### config.mk
export PLATFORM = sky130hd
export DESIGN_NAME = jetson_spi_slave_flat
export DESIGN_NICKNAME = d
export VERILOG_FILES = /design/src/rtl/jetson_spi_slave_pkg.sv /design/src/rtl/jetson_spi_slave_if.sv /design/src/rtl/jetson_spi_slave_tx_fifo.sv /design/src/rtl/jetson_spi_slave.sv /design/src/flat_wrapper.sv
export SDC_FILE = /design/constraint.sdc
export NUM_CORES = 1
export LEC_CHECK = 0
export CAP_MARGIN = 20
export CORE_MARGIN = 10
export CORE_UTILIZATION = 42
export CTS_CLUSTER_DIAMETER = 30
export DETAILED_ROUTE_END_ITERATION = 12
export PLACE_DENSITY_LB_ADDON = 0.25
export SLEW_MARGIN = 10
export SYNTH_ARGS = -nofsm -noshare
export SYNTH_HDL_FRONTEND = slang
export SYNTH_HIERARCHICAL = 1
export SYNTH_SLANG_ARGS = --single-unit
### constraint.sdc
create_clock -name clk -period 5.2 [get_ports clk]
set_clock_uncertainty 0.2 [all_clocks]
set_input_delay 1.04 -clock clk [delete_from_list [all_inputs] [get_ports clk]]
set_output_delay 1.04 -clock clk [all_outputs]
set_load 0.02 [all_outputs]
### src/rtl/jetson_spi_slave_pkg.sv
// Shared types and constants for the Jetson SPI responder: frame layout,
// FSM state encoding and a helper that packs {idx, data} into a frame word.
package jetson_spi_slave_pkg;

   localparam int SPI_FRAME_BITS = 32;
   localparam int SPI_IDX_BITS   = 4;
   localparam int SPI_DATA_BITS  = 28;
   localparam logic [SPI_IDX_BITS-1:0] SPI_IDX_STATUS = 4'h0;

   // Bit counter must be able to hold the value SPI_FRAME_BITS itself
   localparam int BITCNT_W = $clog2(SPI_FRAME_BITS) + 1;

   typedef logic [SPI_FRAME_BITS-1:0] spi_word_t;

   typedef enum logic [0:0] {
      ST_IDLE  = 1'b0,
      ST_SHIFT = 1'b1
   } spi_state_t;

   function automatic spi_word_t make_word(input logic [SPI_IDX_BITS-1:0] idx,
                                           input logic [SPI_DATA_BITS-1:0] data);
      return {idx, data};
   endfunction

endpackage

### src/rtl/jetson_spi_slave_if.sv
// Bundle of the SPI pins, received-frame strobe, outbound message handshake,
// live status word and error counter. The slave modport is the FPGA side,
// the master modport is whatever drives the pins and consumes the frames.
interface jetson_spi_slave_if;
   import jetson_spi_slave_pkg::*;

   logic                      spi_clk;
   logic                      spi_cs;
   logic                      spi_mosi;
   logic                      spi_miso;
   logic                      rx_valid;
   logic [SPI_IDX_BITS-1:0]   rx_index;
   logic [SPI_DATA_BITS-1:0]  rx_data;
   logic                      tx_valid;
   logic                      tx_ready;
   logic [SPI_IDX_BITS-1:0]   tx_index;
   logic [SPI_DATA_BITS-1:0]  tx_data;
   logic [SPI_DATA_BITS-1:0]  status_in;
   logic [7:0]                frame_err;

   modport slave (
      input  spi_clk, spi_cs, spi_mosi,
      output spi_miso,
      output rx_valid, rx_index, rx_data,
      input  tx_valid, tx_index, tx_data,
      output tx_ready,
      input  status_in,
      output frame_err
   );

   modport master (
      output spi_clk, spi_cs, spi_mosi,
      input  spi_miso,
      input  rx_valid, rx_index, rx_data,
      output tx_valid, tx_index, tx_data,
      input  tx_ready,
      output status_in,
      input  frame_err
   );

endinterface

### src/rtl/jetson_spi_slave_tx_fifo.sv
// Synchronous FIFO for outbound reply words. The head can be peeked without
// being consumed so a reply is only retired once its frame completes cleanly.
// A push is accepted while full if a pop happens in the same cycle.
module spi_tx_fifo
   import jetson_spi_slave_pkg::*;
#(
   parameter int DEPTH = 16
) (
   input  logic      clk,
   input  logic      rst,
   input  logic      push,
   input  spi_word_t push_word,
   input  logic      pop,
   output spi_word_t peek_word,
   output logic      full,
   output logic      empty
);

   localparam int AW = $clog2(DEPTH);

   spi_word_t      mem [DEPTH];
   logic [AW:0]    wr_ptr;
   logic [AW:0]    rd_ptr;
   logic           do_push;
   logic           do_pop;

   assign empty     = (wr_ptr == rd_ptr);
   assign full      = (wr_ptr[AW] != rd_ptr[AW]) && (wr_ptr[AW-1:0] == rd_ptr[AW-1:0]);
   assign do_pop    = pop && !empty;
   assign do_push   = push && (!full || do_pop);
   assign peek_word = mem[rd_ptr[AW-1:0]];

   // Pointer bookkeeping; the extra MSB distinguishes full from empty
   always_ff @(posedge clk or posedge rst) begin
      if (rst) begin
         wr_ptr <= '0;
         rd_ptr <= '0;
      end else begin
         if (do_push) wr_ptr <= wr_ptr + 1'b1;
         if (do_pop)  rd_ptr <= rd_ptr + 1'b1;
      end
   end

   // Storage array needs no reset; emptiness is tracked by the pointers
   always_ff @(posedge clk) begin
      if (do_push) mem[wr_ptr[AW-1:0]] <= push_word;
   end

endmodule

### src/rtl/jetson_spi_slave.sv
// FPGA-side SPI mode-0 responder for the Jetson link. Receives 32-bit
// {idx, data} frames and answers in the same frame with the oldest queued
// outbound message, or {idx 0, status_in} when nothing is queued.
// Optional feature macro: YABOT_SPI_ERRCNT_EN enables the saturating
// aborted-frame counter on frame_err; without it frame_err reads 8'h00.
module jetson_spi_slave
   import jetson_spi_slave_pkg::*;
#(
   parameter int SYNC_STAGES = 2,
   parameter int TXQ_DEPTH   = 16
) (
   input logic clk,
   input logic rst,
   jetson_spi_slave_if.slave bus
);

   localparam logic [BITCNT_W-1:0] FRAME_CNT = BITCNT_W'(SPI_FRAME_BITS);

   logic [SYNC_STAGES-1:0] sclk_sync;
   logic [SYNC_STAGES-1:0] cs_sync;
   logic [SYNC_STAGES-1:0] mosi_sync;
   logic                   sclk_prev;
   logic                   cs_prev;
   logic                   sclk_s;
   logic                   cs_s;
   logic                   mosi_s;
   logic                   sclk_rise;
   logic                   sclk_fall;
   logic                   cs_rise;
   logic                   cs_fall;

   spi_state_t             state;
   spi_state_t             next_state;

   logic                   load_reply;
   logic                   frame_done;
   logic                   frame_ok;
   logic                   shift_in;
   logic                   shift_out;
   logic                   miso_d;

   spi_word_t              reply_reg;
   spi_word_t              rx_shift;
   logic                   reply_from_fifo;
   logic [BITCNT_W-1:0]    bitcnt;
   logic                   overrun;

   logic                   rx_valid_q;
   logic [SPI_IDX_BITS-1:0]  rx_index_q;
   logic [SPI_DATA_BITS-1:0] rx_data_q;

   logic                   fifo_push;
   logic                   fifo_pop;
   logic                   fifo_full;
   logic                   fifo_empty;
   spi_word_t              fifo_head;

   // Bring the asynchronous SPI pins into the clk domain; cs idles high
   always_ff @(posedge clk or posedge rst) begin
      if (rst) begin
         sclk_sync <= '0;
         cs_sync   <= '1;
         mosi_sync <= '0;
      end else begin
         sclk_sync <= {sclk_sync[SYNC_STAGES-2:0], bus.spi_clk};
         cs_sync   <= {cs_sync[SYNC_STAGES-2:0], bus.spi_cs};
         mosi_sync <= {mosi_sync[SYNC_STAGES-2:0], bus.spi_mosi};
      end
   end

   assign sclk_s = sclk_sync[SYNC_STAGES-1];
   assign cs_s   = cs_sync[SYNC_STAGES-1];
   assign mosi_s = mosi_sync[SYNC_STAGES-1];

   // One extra flop on clock and select so their edges can be detected
   always_ff @(posedge clk or posedge rst) begin
      if (rst) begin
         sclk_prev <= 1'b0;
         cs_prev   <= 1'b1;
      end else begin
         sclk_prev <= sclk_s;
         cs_prev   <= cs_s;
      end
   end

   assign sclk_rise = sclk_s & ~sclk_prev;
   assign sclk_fall = ~sclk_s & sclk_prev;
   assign cs_rise   = cs_s & ~cs_prev;
   assign cs_fall   = ~cs_s & cs_prev;

   // FSM state register
   always_ff @(posedge clk or posedge rst) begin
      if (rst) state <= ST_IDLE;
      else     state <= next_state;
   end

   // FSM next state: a frame spans exactly one chip-select low period
   always_comb begin
      next_state = state;
      case (state)
         ST_IDLE:  if (cs_fall) next_state = ST_SHIFT;
         ST_SHIFT: if (cs_rise) next_state = ST_IDLE;
         default:  next_state = ST_IDLE;
      endcase
   end

   // FSM outputs: datapath controls and the MISO pin, held low outside a frame
   always_comb begin
      load_reply = (state == ST_IDLE) && cs_fall;
      frame_done = (state == ST_SHIFT) && cs_rise;
      frame_ok   = frame_done && (bitcnt == FRAME_CNT) && !overrun;
      shift_in   = (state == ST_SHIFT) && sclk_rise;
      shift_out  = (state == ST_SHIFT) && sclk_fall;
      fifo_pop   = frame_ok && reply_from_fifo;
      miso_d     = (state == ST_SHIFT) ? reply_reg[SPI_FRAME_BITS-1] : 1'b0;
   end

   assign bus.spi_miso = miso_d;

   // Reply is latched at frame start so later pushes or status changes cannot disturb it
   always_ff @(posedge clk or posedge rst) begin
      if (rst) begin
         reply_reg       <= '0;
         reply_from_fifo <= 1'b0;
      end else if (load_reply) begin
         reply_reg       <= fifo_empty ? make_word(SPI_IDX_STATUS, bus.status_in) : fifo_head;
         reply_from_fifo <= !fifo_empty;
      end else if (shift_out) begin
         reply_reg       <= {reply_reg[SPI_FRAME_BITS-2:0], 1'b0};
      end
   end

   // Receive shifter and bit counter; a 33rd rising edge marks the frame as overrun
   always_ff @(posedge clk or posedge rst) begin
      if (rst) begin
         rx_shift <= '0;
         bitcnt   <= '0;
         overrun  <= 1'b0;
      end else if (load_reply) begin
         bitcnt   <= '0;
         overrun  <= 1'b0;
      end else if (shift_in) begin
         rx_shift <= {rx_shift[SPI_FRAME_BITS-2:0], mosi_s};
         if (bitcnt == FRAME_CNT) overrun <= 1'b1;
         else                     bitcnt  <= bitcnt + 1'b1;
      end
   end

   // Completed frames are presented as a one-cycle strobe; index and data hold afterwards
   always_ff @(posedge clk or posedge rst) begin
      if (rst) begin
         rx_valid_q <= 1'b0;
         rx_index_q <= '0;
         rx_data_q  <= '0;
      end else begin
         rx_valid_q <= frame_ok;
         if (frame_ok) begin
            rx_index_q <= rx_shift[SPI_FRAME_BITS-1 -: SPI_IDX_BITS];
            rx_data_q  <= rx_shift[SPI_DATA_BITS-1:0];
         end
      end
   end

   assign bus.rx_valid = rx_valid_q;
   assign bus.rx_index = rx_index_q;
   assign bus.rx_data  = rx_data_q;

   assign bus.tx_ready = !fifo_full;
   assign fifo_push    = bus.tx_valid && !fifo_full && (bus.tx_index != SPI_IDX_STATUS);

   spi_tx_fifo #(
      .DEPTH (TXQ_DEPTH)
   ) u_tx_fifo (
      .clk       (clk),
      .rst       (rst),
      .push      (fifo_push),
      .push_word (make_word(bus.tx_index, bus.tx_data)),
      .pop       (fifo_pop),
      .peek_word (fifo_head),
      .full      (fifo_full),
      .empty     (fifo_empty)
   );

`ifdef YABOT_SPI_ERRCNT_EN
   logic [7:0] err_cnt;
   logic       frame_abort;

   assign frame_abort = frame_done && !frame_ok;

   // Saturating count of frames that ended with the wrong number of bits
   always_ff @(posedge clk or posedge rst) begin
      if (rst)                                 err_cnt <= 8'h00;
      else if (frame_abort && err_cnt != 8'hFF) err_cnt <= err_cnt + 8'h01;
   end

   assign bus.frame_err = err_cnt;
`else
   assign bus.frame_err = 8'h00;
`endif

endmodule

### src/flat_wrapper.sv
// flat-port wrapper written by rule: the top's interface ports become plain ports
module jetson_spi_slave_flat import jetson_spi_slave_pkg::*;
#(
   parameter int SYNC_STAGES = 2,
   parameter int TXQ_DEPTH   = 16
)
  (clk, rst, bus_spi_clk, bus_spi_cs, bus_spi_mosi, bus_spi_miso, bus_rx_valid, bus_rx_index, bus_rx_data, bus_tx_valid, bus_tx_index, bus_tx_data, bus_tx_ready, bus_status_in, bus_frame_err);
  jetson_spi_slave_if bus_i ();
  input logic clk;
  input logic rst;
  input wire logic [$bits(bus_i.spi_clk)-1:0] bus_spi_clk;
  input wire logic [$bits(bus_i.spi_cs)-1:0] bus_spi_cs;
  input wire logic [$bits(bus_i.spi_mosi)-1:0] bus_spi_mosi;
  output wire logic [$bits(bus_i.spi_miso)-1:0] bus_spi_miso;
  output wire logic [$bits(bus_i.rx_valid)-1:0] bus_rx_valid;
  output wire logic [$bits(bus_i.rx_index)-1:0] bus_rx_index;
  output wire logic [$bits(bus_i.rx_data)-1:0] bus_rx_data;
  input wire logic [$bits(bus_i.tx_valid)-1:0] bus_tx_valid;
  input wire logic [$bits(bus_i.tx_index)-1:0] bus_tx_index;
  input wire logic [$bits(bus_i.tx_data)-1:0] bus_tx_data;
  output wire logic [$bits(bus_i.tx_ready)-1:0] bus_tx_ready;
  input wire logic [$bits(bus_i.status_in)-1:0] bus_status_in;
  output wire logic [$bits(bus_i.frame_err)-1:0] bus_frame_err;
  assign bus_i.spi_clk = bus_spi_clk;
  assign bus_i.spi_cs = bus_spi_cs;
  assign bus_i.spi_mosi = bus_spi_mosi;
  assign bus_spi_miso = bus_i.spi_miso;
  assign bus_rx_valid = bus_i.rx_valid;
  assign bus_rx_index = bus_i.rx_index;
  assign bus_rx_data = bus_i.rx_data;
  assign bus_i.tx_valid = bus_tx_valid;
  assign bus_i.tx_index = bus_tx_index;
  assign bus_i.tx_data = bus_tx_data;
  assign bus_tx_ready = bus_i.tx_ready;
  assign bus_i.status_in = bus_status_in;
  assign bus_frame_err = bus_i.frame_err;
  jetson_spi_slave #(.SYNC_STAGES(SYNC_STAGES), .TXQ_DEPTH(TXQ_DEPTH)) u_core (.clk(clk), .rst(rst), .bus(bus_i));
endmodule
; Yosys cells after proc, flatten, opt, wreduce, memory -nomap -nowiden
; Memories as Yosys holds them, arrays and structs flattened.
; Cells that the tools add are included.
; Widths: inputs -> output; s select.
[totals]
reg_bits = 124
latchBits = 0
mem_bits_rw = 512
romBits = 0
input_bits = 66
out_inout_bits = 43
wordCells = 73
n_memories = 1
[op_classes]
add_sub_neg = 3
mul = 0
div_mod_pow = 0
n_lt_le_gt_ge = 0
n_eq_ne = 5
n_shift = 0
mux = 15
bitwise_logic = 10
reduce_logical = 23
[memory_table]
columns = name, words, width, rd, rd_ports_with_merged_regs, wr, line_no
row1 = u_core.u_tx_fifo.mem, 16, 32, 1, 0, 1, jetson_spi_slave_tx_fifo.sv:21  ; spi_word_t mem [DEPTH];
[op_table]
columns = op, n
row1 = $mux 32, 3
row2 = $mux 6, 3
row3 = $logic_and 1x1->1, 12
row4 = $add 5x1->5 const B, 2
row5 = $mux 1, 8
row6 = $add 6x1->6 const B, 1
row7 = $eq 6x6->1 const B, 1
row8 = $not 1->1, 6
row9 = $reduce_and 2->1, 3
row10 = $reduce_bool 2->1, 3
row11 = $eq 5x5->1, 1
row12 = $and 1x1->1, 4
row13 = $eq 4x4->1, 1
row14 = $reduce_bool 4->1, 1
row15 = $logic_not 1->1, 3
row16 = $ne 2x1->1 const B, 1
row17 = $pmux 1 s2, 1
row18 = $logic_or 1x1->1, 1
row19 = $ne 1x1->1, 1

; Logic depth before layout (Yosys ltp)
; Gate-level depths: netlist of the first run.
[logic_depth]
ltp_word = 11
mapped_depth = 10
mapped_depth_nobuf = 8

; By module
; Netlist of the first run, hierarchy kept.
[modules_own_cells]
columns = mod, instances, cells_each, area_each_um2
row1 = spi_tx_fifo, 1, 854, 20148.1
row2 = jetson_spi_slave, 1, 457, 5049.8

; Worst setup path before layout of the first run
; No wires, ideal clock.
[synth_timing]
path_kind = reg-to-reg
start = register u_core.bitcnt[0]
end = memory u_core/u_tx_fifo/mem[3][0] (netlist name) (enable)
setup_ns = 0.461
arrival_ns = 3.990
required_time_ns = 4.539
path_slack_ns = 0.549
path_stages_with_launch = 9
n_path_buf = 1
period_less_slack_ns = 4.651
path_cell_list = dfrtp_1 -> inv_1 -> ha_1 -> nand4bb_4 -> nor3_4 -> buf_8 -> and2_1 -> o311ai_4 -> nor3_1
[synth_via]
elab_chain_len = 9
[synth_rtl]
columns = item, line_no
row1 = "start, declared", jetson_spi_slave.sv:45  ; logic [BITCNT_W-1:0] bitcnt;
row2 = "start signal, assigned", jetson_spi_slave.sv:145  ; else bitcnt <= bitcnt + 1'b1;
row3 = $eq 6x6->1, jetson_spi_slave.sv:111  ; frame_ok = frame_done && (bitcnt == FRAME_CNT) && !overrun;
row4 = $logic_and 1x1->1 (2 in series), jetson_spi_slave.sv:111
row5 = net u_core.frame_ok, jetson_spi_slave.sv:37  ; logic frame_ok;
row6 = $logic_and 1x1->1, jetson_spi_slave.sv:114  ; fifo_pop = frame_ok && reply_from_fifo;
row7 = net u_core.fifo_pop, jetson_spi_slave.sv:53  ; logic fifo_pop;
row8 = $logic_and 1x1->1, jetson_spi_slave_tx_fifo.sv:29  ; assign do_pop = pop && !empty;
row9 = $logic_or 1x1->1, jetson_spi_slave_tx_fifo.sv:30  ; assign do_push = push && (!full || do_pop);
row10 = $logic_and 1x1->1, jetson_spi_slave_tx_fifo.sv:30
row11 = $mux 1, jetson_spi_slave_tx_fifo.sv:46  ; if (do_push) mem[wr_ptr[AW-1:0]] <= push_word;
row12 = $mux 1 (implied by the code), jetson_spi_slave_tx_fifo.sv:46
row13 = "end, declared", jetson_spi_slave_tx_fifo.sv:21
; The timed path passes the listed nets, and every way through them passes these cells.

; Final worst setup path of the first run
[layout_timing]
start = register u_core.u_tx_fifo.rd_ptr[0]
end = output port bus_tx_ready
[layout_via]
elab_chain_len = 3
[layout_rtl]
columns = item, line_no
row1 = "start, declared", jetson_spi_slave_tx_fifo.sv:23  ; logic [AW:0] rd_ptr;
row2 = "start signal, assigned", jetson_spi_slave_tx_fifo.sv:40  ; if (do_pop) rd_ptr <= rd_ptr + 1'b1;
row3 = $eq 4x4->1, jetson_spi_slave_tx_fifo.sv:28  ; assign full = (wr_ptr[AW] != rd_ptr[AW]) && (wr_ptr[AW-1:0] == rd_ptr[AW-1:0]);
row4 = $logic_and 1x1->1, jetson_spi_slave_tx_fifo.sv:28
row5 = net u_core.fifo_full, jetson_spi_slave.sv:54  ; logic fifo_full;
row6 = $logic_not 1->1, jetson_spi_slave.sv:168  ; assign bus.tx_ready = !fifo_full;
row7 = "end, declared", flat_wrapper.sv:21  ; output wire logic [$bits(bus_i.tx_ready)-1:0] bus_tx_ready;
; The timed path passes the listed nets, and every way through them passes these cells.

==> impl_metrics.yaml, run 1 <==
clock_network:
  cts-root-buf: "clkbuf_16"
  cts-htree-levels: 4
  cts_hold_buf: 0
  clock_latency_ns: 0.69
  cts_buffer_depth: 3
  cts.sink_count: 636
  postCtsSetupRepairBufs: 0
  cts_resized: 0
  cts-buffers-inserted: 131
  clk_pin_slew_worst_paths_ns: 0.04
  cts_tree: "built"
floorplanning:
  die_h_um: 264.9
  dieArea_sq_um: 70190
  num_rows: 89
  core_area_sq_um: 59240
  start_util_pct: 42.53
  die_w_um: 264.9
  top_level_ports: 109
synthesis:
  ys_seq_area_share_pct: 73.35
  synth.area.mux_share_pct: 14.65
  synthXorXnorAreaFrac_pct: 0.5760
  syn_area_per_cell_sq_um: 19.22
  synth.top_cell.area_share_pct: 61.02
  syn_area_sq_um: 25200
  synth_top_family_by_area: "multiplexers"
  synth.distinct_cells: 55
  yosysTopAreaCell: "edfxtp_1"
  ys_ff_latch: 636
  synthAdderAreaFrac_pct: 0.3873
  synth_edf_count: 512
  synthesis.instances: 1311
  ys.flop_type: "edfxtp_1"
  post_synth_main_area_contributors: "edfxtp_1 61%, dfrtp_1 12%, mux4_2 7.2%, mux4_1 5.0%, nand2_1 2.5%"
  synth.most_common_cell: "edfxtp_1"
  synth-simple-area-share_pct: 4.613
  synthTopCellsByCount: "512 x edfxtp_1, 171 x nand2_1, 121 x dfrtp_1"
  synthArstFlopShare_pct: 19.50
  synth_compound_area_share_pct: 3.794
  synth_warnings: 6
sta:
  worst_pin_slew_ns: 1.042
  tns_ns: 0
  final_hold_viol_count: 0
  fin_crit_sh_pct: 69.98
  grt_setup_unrepaired: "no"
  slew_headroom_pct: 30.36
  max_freq_mhz: 274.8
  setup-violations-final: 0
  period_needed_ns: 3.639
  slew_violations: 0
  hold_slack_ns: 0.1564
finish:
  drive_gt1_share_pct: 25.17
  syn_to_final_growth_pct: 25.32
  largest_reg_flops: 512
  utilization_pct: 53.31
  final_area_sq_um: 31580
  fin_nets: 1580
  n_antenna_cell: 0
place:
  port-buffer-count: 100
  place_hpwl_mm: 35.64
  placedInstanceArea_sq_um: 26980
  gp_congestion: 0.7747
power:
  p_per_area_nw_per_um2: 498.6
  p_int_mw: 12.18
  swShare_pct: 22.66
  power_frac_clock_pct: 53.7
  max-vdd-ir-drop_mv: 0.4242
  p_leak_nw: 11.20
  seq_power_share_pct: 39.7
  p_comb_share_pct: 6.6
  p_sw_mw: 3.568
worst_hold_path:
  hold_path.class: "register to register"
global_route:
  grt_pass1_vias: 13684
  grt_max_degree: 132
  grt_remaining_overflow: 0
  grt_usage_pct: 17.00
  antenna_found_initial: 1
  grt_first_pass_wirelength_mm: 88.66
routing:
  num_vias: 12855
  drtIter0Drc: 797
  first_pass_iters: 5
  wire_per_inst_um: 24.70
  wirelength_mm: 58.93
  remaining_drc_errors: 0
  via_per_inst: 5.388
  drtAntennaViolNets: 0
setup_path:
  worstSetupPathType: "register to primary output"
  reg2reg_slack_ns: 1.67
  arrival_ns: 2.40
  cp_max_fo: 6
  crit_required_ns: 3.96
  cp-start-kind: "register"
  cp-end-kind: "primary output"
outcome:
  status: "complete, no violations"
flow_run:
  cap_violations: 0
## worst max-delay path, stage by stage, from the launching register on
cell and delay (ns):
dfrtp_4 0.52, xnor2_1 0.22, nand4_2 0.20, nor2_1 0.15, inv_1 0.06, clkdlybuf4s50_1 0.56
## cell type report
type	count	area (sq um)
Clock buffer	152	3557
Clock inverter	87	1008
Multi-Input combinational cell	586	6151
Tap cell	773	967.2
Timing Repair Buffer	141	1363
Inverter	11	43.79
Sequential cell	636	18490
Fill cell	4665	27660
## metal layers
layer / vias up / GRT usage [%] / routed length (um)
li1: 5680 / - / -
met4: 2 / 6.616 / 1495
met5: - / 0 / 13
met1: 6679 / 19.89 / 23390
met3: 98 / 4.787 / 3082
met2: 396 / 29.31 / 30940
## power by group through the flow
stage | Clock (mW) | Sequential, mW | Combinational, mW
after floorplan | 0 | 6.24 | 0.648
after global placement | 0 | 6.32 | 1.02
after detailed placement | 0 | 6.34 | 1.05
after CTS | 8.59 | 6.26 | 1.05
after global routing | 8.86 | 6.29 | 1.13
final | 8.45 | 6.25 | 1.04
## logic make-up after synthesis
group                    after synthesis
AO/OA/AOI/OAI                        128
XOR/XNOR                              14
adder cells (fa/ha/maj)                8
buffers and inverters                 96
flip-flops                           636
multiplexers                         176
other                                  1
AND/OR/NAND/NOR                      252
## path summary, 6_finish.rpt
kind | from | end | cells past startpoint
worst min-delay path | u_core/mosi_sync[0]$_DFF_PP0_ | u_core/mosi_sync[1]$_DFF_PP0_ | 0
worst max register to register | u_core/bitcnt[0]$_DFFE_PP0P_ | u_core/u_tx_fifo/mem[9][7]$_DFFE_PP_ | 8
worst min register to register | u_core/mosi_sync[0]$_DFF_PP0_ | u_core/mosi_sync[1]$_DFF_PP0_ | 0
min in group asynchronous | rst | u_core/u_tx_fifo/rd_ptr[0]$_DFFE_PP0P_ | 2
max in group asynchronous | rst | u_core/rx_shift[15]$_DFFE_PP0P_ | 3
worst max-delay path | u_core/u_tx_fifo/rd_ptr[0]$_DFFE_PP0P_ | bus_tx_ready | 5
## per-stage QoR
step	cells	setup slack (ns)	power, mW
5_1_grt	2386	1.416	16.28
4_1_cts	2384	1.494	15.90
3_5_place_dp	2145	0.9353	7.381
6_report	2386	1.561	15.75
2_1_floorplan	1318	0.5493	6.890
3_3_place_gp	2145	0.9844	7.341
## cell usage in the layout (no fill, tap or decap), types with 6 or more instances in the layout
master           count
buf_4               36
edfxtp_1           512
dfrtp_1            119
clkinvlp_4          15
a22oi_1             64
mux4_2              80
a21oi_1              7
conb_1               8
a31oi_1             19
bufinv_16           17
a211oi_1            15
ha_1                 7
mux4_1              48
clkinv_2            20
xnor2_1              9
mux2_4              28
a221o_1             12
clkbuf_1            10
nand2_1            171
inv_1                9
clkinv_4             6
inv_6                9
nor2b_1             17
clkinv_1            14
nor2_1              15
clkbuf_16          139
clkdlybuf4s50_1    100
mux2i_1             14
and3_2              12
Power figures use the tool's default switching activity.
==> inputs of run 2 (changes only) <==
==> constraint.sdc (replaced) <==
create_clock -name clk -period 3.46 [get_ports clk]
set_clock_uncertainty 0.2 [all_clocks]
set_input_delay 0.692 -clock clk [delete_from_list [all_inputs] [get_ports clk]]
set_output_delay 0.692 -clock clk [all_outputs]
set_load 0.02 [all_outputs]
==> run 2 against run 1 <==
- cell count fell by 0.46%
- worst setup slack lost 1.4 ns
- via count decreased by 0.47%
==> impl_metrics.yaml, run 2 (synthesis gave the netlist of run 1 again) <==
global_route:
  grt_usage_pct: 16.03
  antenna_found_initial: 3
  grt_pass1_vias: 13347
  grt_remaining_overflow: 0
  grt_max_degree: 132
  grt_first_pass_wirelength_mm: 85.12
floorplanning:
  die_w_um: 264.9
  num_rows: 89
  die_h_um: 264.9
  start_util_pct: 42.53
  top_level_ports: 109
  dieArea_sq_um: 70190
  core_area_sq_um: 59240
clock_network:
  cts_hold_buf: 0
  cts-buffers-inserted: 116
  cts_buffer_depth: 3
  postCtsSetupRepairBufs: 0
  clk_pin_slew_worst_paths_ns: 0.06
  cts.sink_count: 636
  cts_tree: "built"
  cts_resized: 0
  cts-htree-levels: 3
  cts-root-buf: "clkbuf_16"
  clock_latency_ns: 0.64
finish:
  syn_to_final_growth_pct: 23.52
  mostFrequentLayoutCells: "512 x edfxtp_1, 171 x nand2_1, 119 x clkbuf_16, 119 x dfrtp_1, 100 x clkdlybuf4s50_1"
  multi_input_area_sq_um: 6155
  regArea_sq_um: 18490
  fin_nets: 1571
  drive_gt1_share_pct: 24.61
  largest_reg_flops: 512
  final_common_cell: "edfxtp_1"
  fillers: 4719
sta:
  slew_headroom_pct: 27.79
  grt_setup_unrepaired: "no"
  worst_pin_slew_ns: 1.081
  fin_crit_sh_pct: 95.31
  period_needed_ns: 3.298
  slew_violations: 0
  final_hold_viol_count: 0
  layout_setup_ws_ns: 0.1623
  hold_slack_ns: 0.1646
  setup-violations-final: 0
  max_freq_mhz: 303.2
routing:
  via_per_inst: 5.387
  drtAntennaViolNets: 0
  num_vias: 12795
  remaining_drc_errors: 0
  drtIter0Drc: 1082
  wire_per_inst_um: 23.66
  first_pass_iters: 7
  wirelength_mm: 56.18
power:
  p_leak_nw: 10.93
  p_per_area_nw_per_um2: 706.0
  max-vdd-ir-drop_mv: 0.4570
setup_path:
  crit_end: "bus_tx_ready"
  cp-end-kind: "primary output"
  cp_max_fo: 2
  rr_worst_depth: 9
  crit_start: "u_core/u_tx_fifo/rd_ptr[1]$_DFFE_PP0P_"
  cp-start-kind: "register"
  reg2reg_to: "u_core/u_tx_fifo/mem[12][5]$_DFFE_PP_"
  arrival_ns: 2.41
  reg2reg_slack_ns: 0.32
  worstSetupPathType: "register to primary output"
  crit_required_ns: 2.57
  rr_startpoint: "u_core/bitcnt[0]$_DFFE_PP0P_"
outcome:
  status: "complete, no violations"
place:
  port-buffer-count: 100
  gp_congestion: 0.7661
  dpl_worst_slack_ns: -0.07354
  place_hpwl_mm: 35.30
worst_hold_path:
  hold_path.class: "register to register"
  hp-start: "u_core/cs_sync[0]$_DFF_PP1_"
flow_run:
  cap_violations: 0
run 2: critical path, stage by stage, from the launching register on:
cell	delay, ns
dfrtp_4	0.49
xnor2_1	0.20
nand4_2	0.15
nor2_1	0.27
inv_1	0.09
clkdlybuf4s50_1	0.56
run 2: final cells by class:
cell class              instances  share of cell area (%)
multi-input cells             586                   19.77
diodes                          1                0.008040
repair buffers                147                   5.137
flip-flops and latches        636                   59.40
well taps                     773                   3.107
clock inverters                93                   2.750
inverters                      11                  0.1447
clock buffers                 128                   9.676
run 2: routing by layer:
| metal | up-vias | track usage [%] | routed length (um) |
|---|---|---|---|
| met2 | 393 | 22.91 | 25060 |
| met1 | 6662 | 23.70 | 26190 |
| met3 | 63 | 4.564 | 4085 |
| li1 | 5673 | - | - |
| met4 | 4 | 4.131 | 814 |
| met5 | - | 0 | 27 |
run 2: metrics by stage:
stage	power [mW]	std cells	TNS [ns]	cell area [sq um]	util, %
detailed placement	11.21	2152	-3.537	27230	45.96
global placement	11.15	2152	-3.059	27230	45.96
global route	22.77	2374	0	31120	52.53
CTS	22.18	2373	0	31090	52.49
finish	21.97	2375	0	31120	52.54
floorplan	10.36	1318	-27.28	25240	-
run 2: how the worst min path moves through the flow:
stage               cells past startpoint                       endpoint
floorplan                               0  u_core/mosi_sync[1]$_DFF_PP0_
global placement                        0  u_core/mosi_sync[1]$_DFF_PP0_
detailed placement                      0  u_core/mosi_sync[1]$_DFF_PP0_
CTS                                     0    u_core/cs_sync[1]$_DFF_PP1_
global route                            0    u_core/cs_sync[1]$_DFF_PP1_
finish                                  0    u_core/cs_sync[1]$_DFF_PP1_
run 2: where the power goes:
part           leakage (nW)  switching [mW]  internal [mW]
Sequential             6.24           0.255           9.08
Combinational          2.83            1.06          0.667
Clock                  1.86            3.95           6.96
==> inputs of run 3 (changes only) <==
--- a/config.mk
+++ b/config.mk
@@ -11,6 +11,7 @@
 export CTS_CLUSTER_DIAMETER = 30
 export DETAILED_ROUTE_END_ITERATION = 12
 export PLACE_DENSITY_LB_ADDON = 0.25
+export RECOVER_POWER = 25
 export SLEW_MARGIN = 10
 export SYNTH_ARGS = -nofsm -noshare
 export SYNTH_HDL_FRONTEND = slang
==> run 3 against run 2 <==
- clock power hardly changed
- core utilization decreased by 0.061 points
- global-route usage unchanged
- wire length decreased by 0.17%
- critical path depth stayed put
- clock-buffer cell count did not move
==> impl_metrics.yaml, run 3 (synthesis gave the netlist of run 1 again) <==
setup_path:
  arrival_ns: 2.42
  cp_max_fo: 2
  crit_required_ns: 2.57
  cp-start-kind: "register"
  cp-end-kind: "primary output"
  worstSetupPathType: "register to primary output"
floorplanning:
  dieArea_sq_um: 70190
  die_w_um: 264.9
  start_util_pct: 42.53
  die_h_um: 264.9
  top_level_ports: 109
  core_area_sq_um: 59240
  num_rows: 89
sta:
  hold_slack_ns: 0.1591
  max_freq_mhz: 302.0
  grt_setup_unrepaired: "no"
  setup-violations-final: 0
  slew_violations: 0
  period_needed_ns: 3.312
  worst_pin_slew_ns: 1.370
  final_hold_viol_count: 0
  tns_ns: 0
  layout_setup_ws_ns: 0.1484
  slew_headroom_pct: 8.661
  fin_crit_sh_pct: 95.71
global_route:
  grt_usage_pct: 16.03
  grt_first_pass_wirelength_mm: 85.12
  antenna_found_initial: 4
  grt_remaining_overflow: 0
  grt_max_degree: 132
  grt_pass1_vias: 13347
finish:
  syn_to_final_growth_pct: 23.38
  fin_nets: 1571
  drive_gt1_share_pct: 24.23
  regArea_sq_um: 18490
  mostFrequentLayoutCells: "512 x edfxtp_1, 171 x nand2_1, 119 x clkbuf_16, 119 x dfrtp_1"
  largest_reg_flops: 512
  final_area_sq_um: 31090
  fillers: 4724
  final_common_cell: "edfxtp_1"
  utilization_pct: 52.48
  multi_input_area_sq_um: 6155
routing:
  num_vias: 12816
  first_pass_iters: 7
  remaining_drc_errors: 0
  wire_per_inst_um: 23.61
  drtIter0Drc: 1068
  drtAntennaViolNets: 0
  wirelength_mm: 56.08
  via_per_inst: 5.396
clock_network:
  cts_buffer_depth: 3
  cts-root-buf: "clkbuf_16"
  cts.sink_count: 636
  cts-htree-levels: 3
  clock_latency_ns: 0.64
  cts_tree: "built"
  clk_pin_slew_worst_paths_ns: 0.06
  cts_hold_buf: 0
  postCtsSetupRepairBufs: 0
  cts_resized: 0
  cts-buffers-inserted: 116
power:
  max-vdd-ir-drop_mv: 0.4570
  p_per_area_nw_per_um2: 706.4
  p_leak_nw: 10.91
place:
  port-buffer-count: 100
  place_hpwl_mm: 35.30
  placedInstanceArea_sq_um: 27230
  dpl_worst_slack_ns: -0.07354
  gp_congestion: 0.7661
flow_run:
  cap_violations: 0
worst_hold_path:
  hold_path.class: "register to register"
outcome:
  status: "complete, no violations"
run 3: cell types whose count changed in the layout (fill, tap and decap cells not counted), moves of 5 or more:
cell             before  now
dlygate4sd3_1         0   20
buf_4                28   23
clkdlybuf4s50_1     100   80
clkbuf_1              9   14
run 3: through the flow:
stage | power [mW] | std cells
after floorplan | 10.36 | 1318
after global placement | 11.15 | 2152
after detailed placement | 11.21 | 2152
after CTS | 22.18 | 2373
after global routing | 22.76 | 2374
final | 21.96 | 2375
run 3: worst paths after layout:
check	slack, ns	to	startpoint	cells after the start
setup / recovery	0.15	bus_tx_ready	u_core/u_tx_fifo/rd_ptr[1]$_DFFE_PP0P_	5
hold / removal	0.16	u_core/sclk_sync[1]$_DFF_PP0_	u_core/sclk_sync[0]$_DFF_PP0_	0
setup reg to reg	0.33	u_core/u_tx_fifo/mem[12][5]$_DFFE_PP_	u_core/bitcnt[0]$_DFFE_PP0P_	9
hold reg to reg	0.16	u_core/sclk_sync[1]$_DFF_PP0_	u_core/sclk_sync[0]$_DFF_PP0_	0
max in group asynchronous	0.97	u_core/bus.rx_index[1]$_DFFE_PP0P_	rst	3
min in group asynchronous	0.42	u_core/u_tx_fifo/rd_ptr[1]$_DFFE_PP0P_	rst	2
run 3: area by class of cell:
class                      count  area share [%]
clock inverter                93           2.753
sequential                   636           59.47
antenna                        1        0.008049
tap                          773           3.111
timing repair buffer         147           5.035
clock buffer                 128           9.687
multi-input combinational    586           19.80
inverter                      11          0.1368
run 3: power breakdown:
part	switching (mW)	internal (mW)
Clock	3.94	6.96
Sequential	0.255	9.08
Combinational	1.06	0.658
run 3: routing by layer:
layer | vias to the layer above | track usage [%] | wire, um
met3 | 64 | 4.564 | 4290
met5 | - | 0 | 27
met4 | 4 | 4.131 | 824
li1 | 5667 | - | -
met2 | 425 | 22.91 | 25000
met1 | 6656 | 23.70 | 25940
run 3: critical path, stage by stage, from the launching register on:
cell and delay, ns:
dfrtp_4 0.49, xnor2_1 0.20, nand4_2 0.14, nor2_1 0.29, inv_1 0.09, clkdlybuf4s50_1 0.56
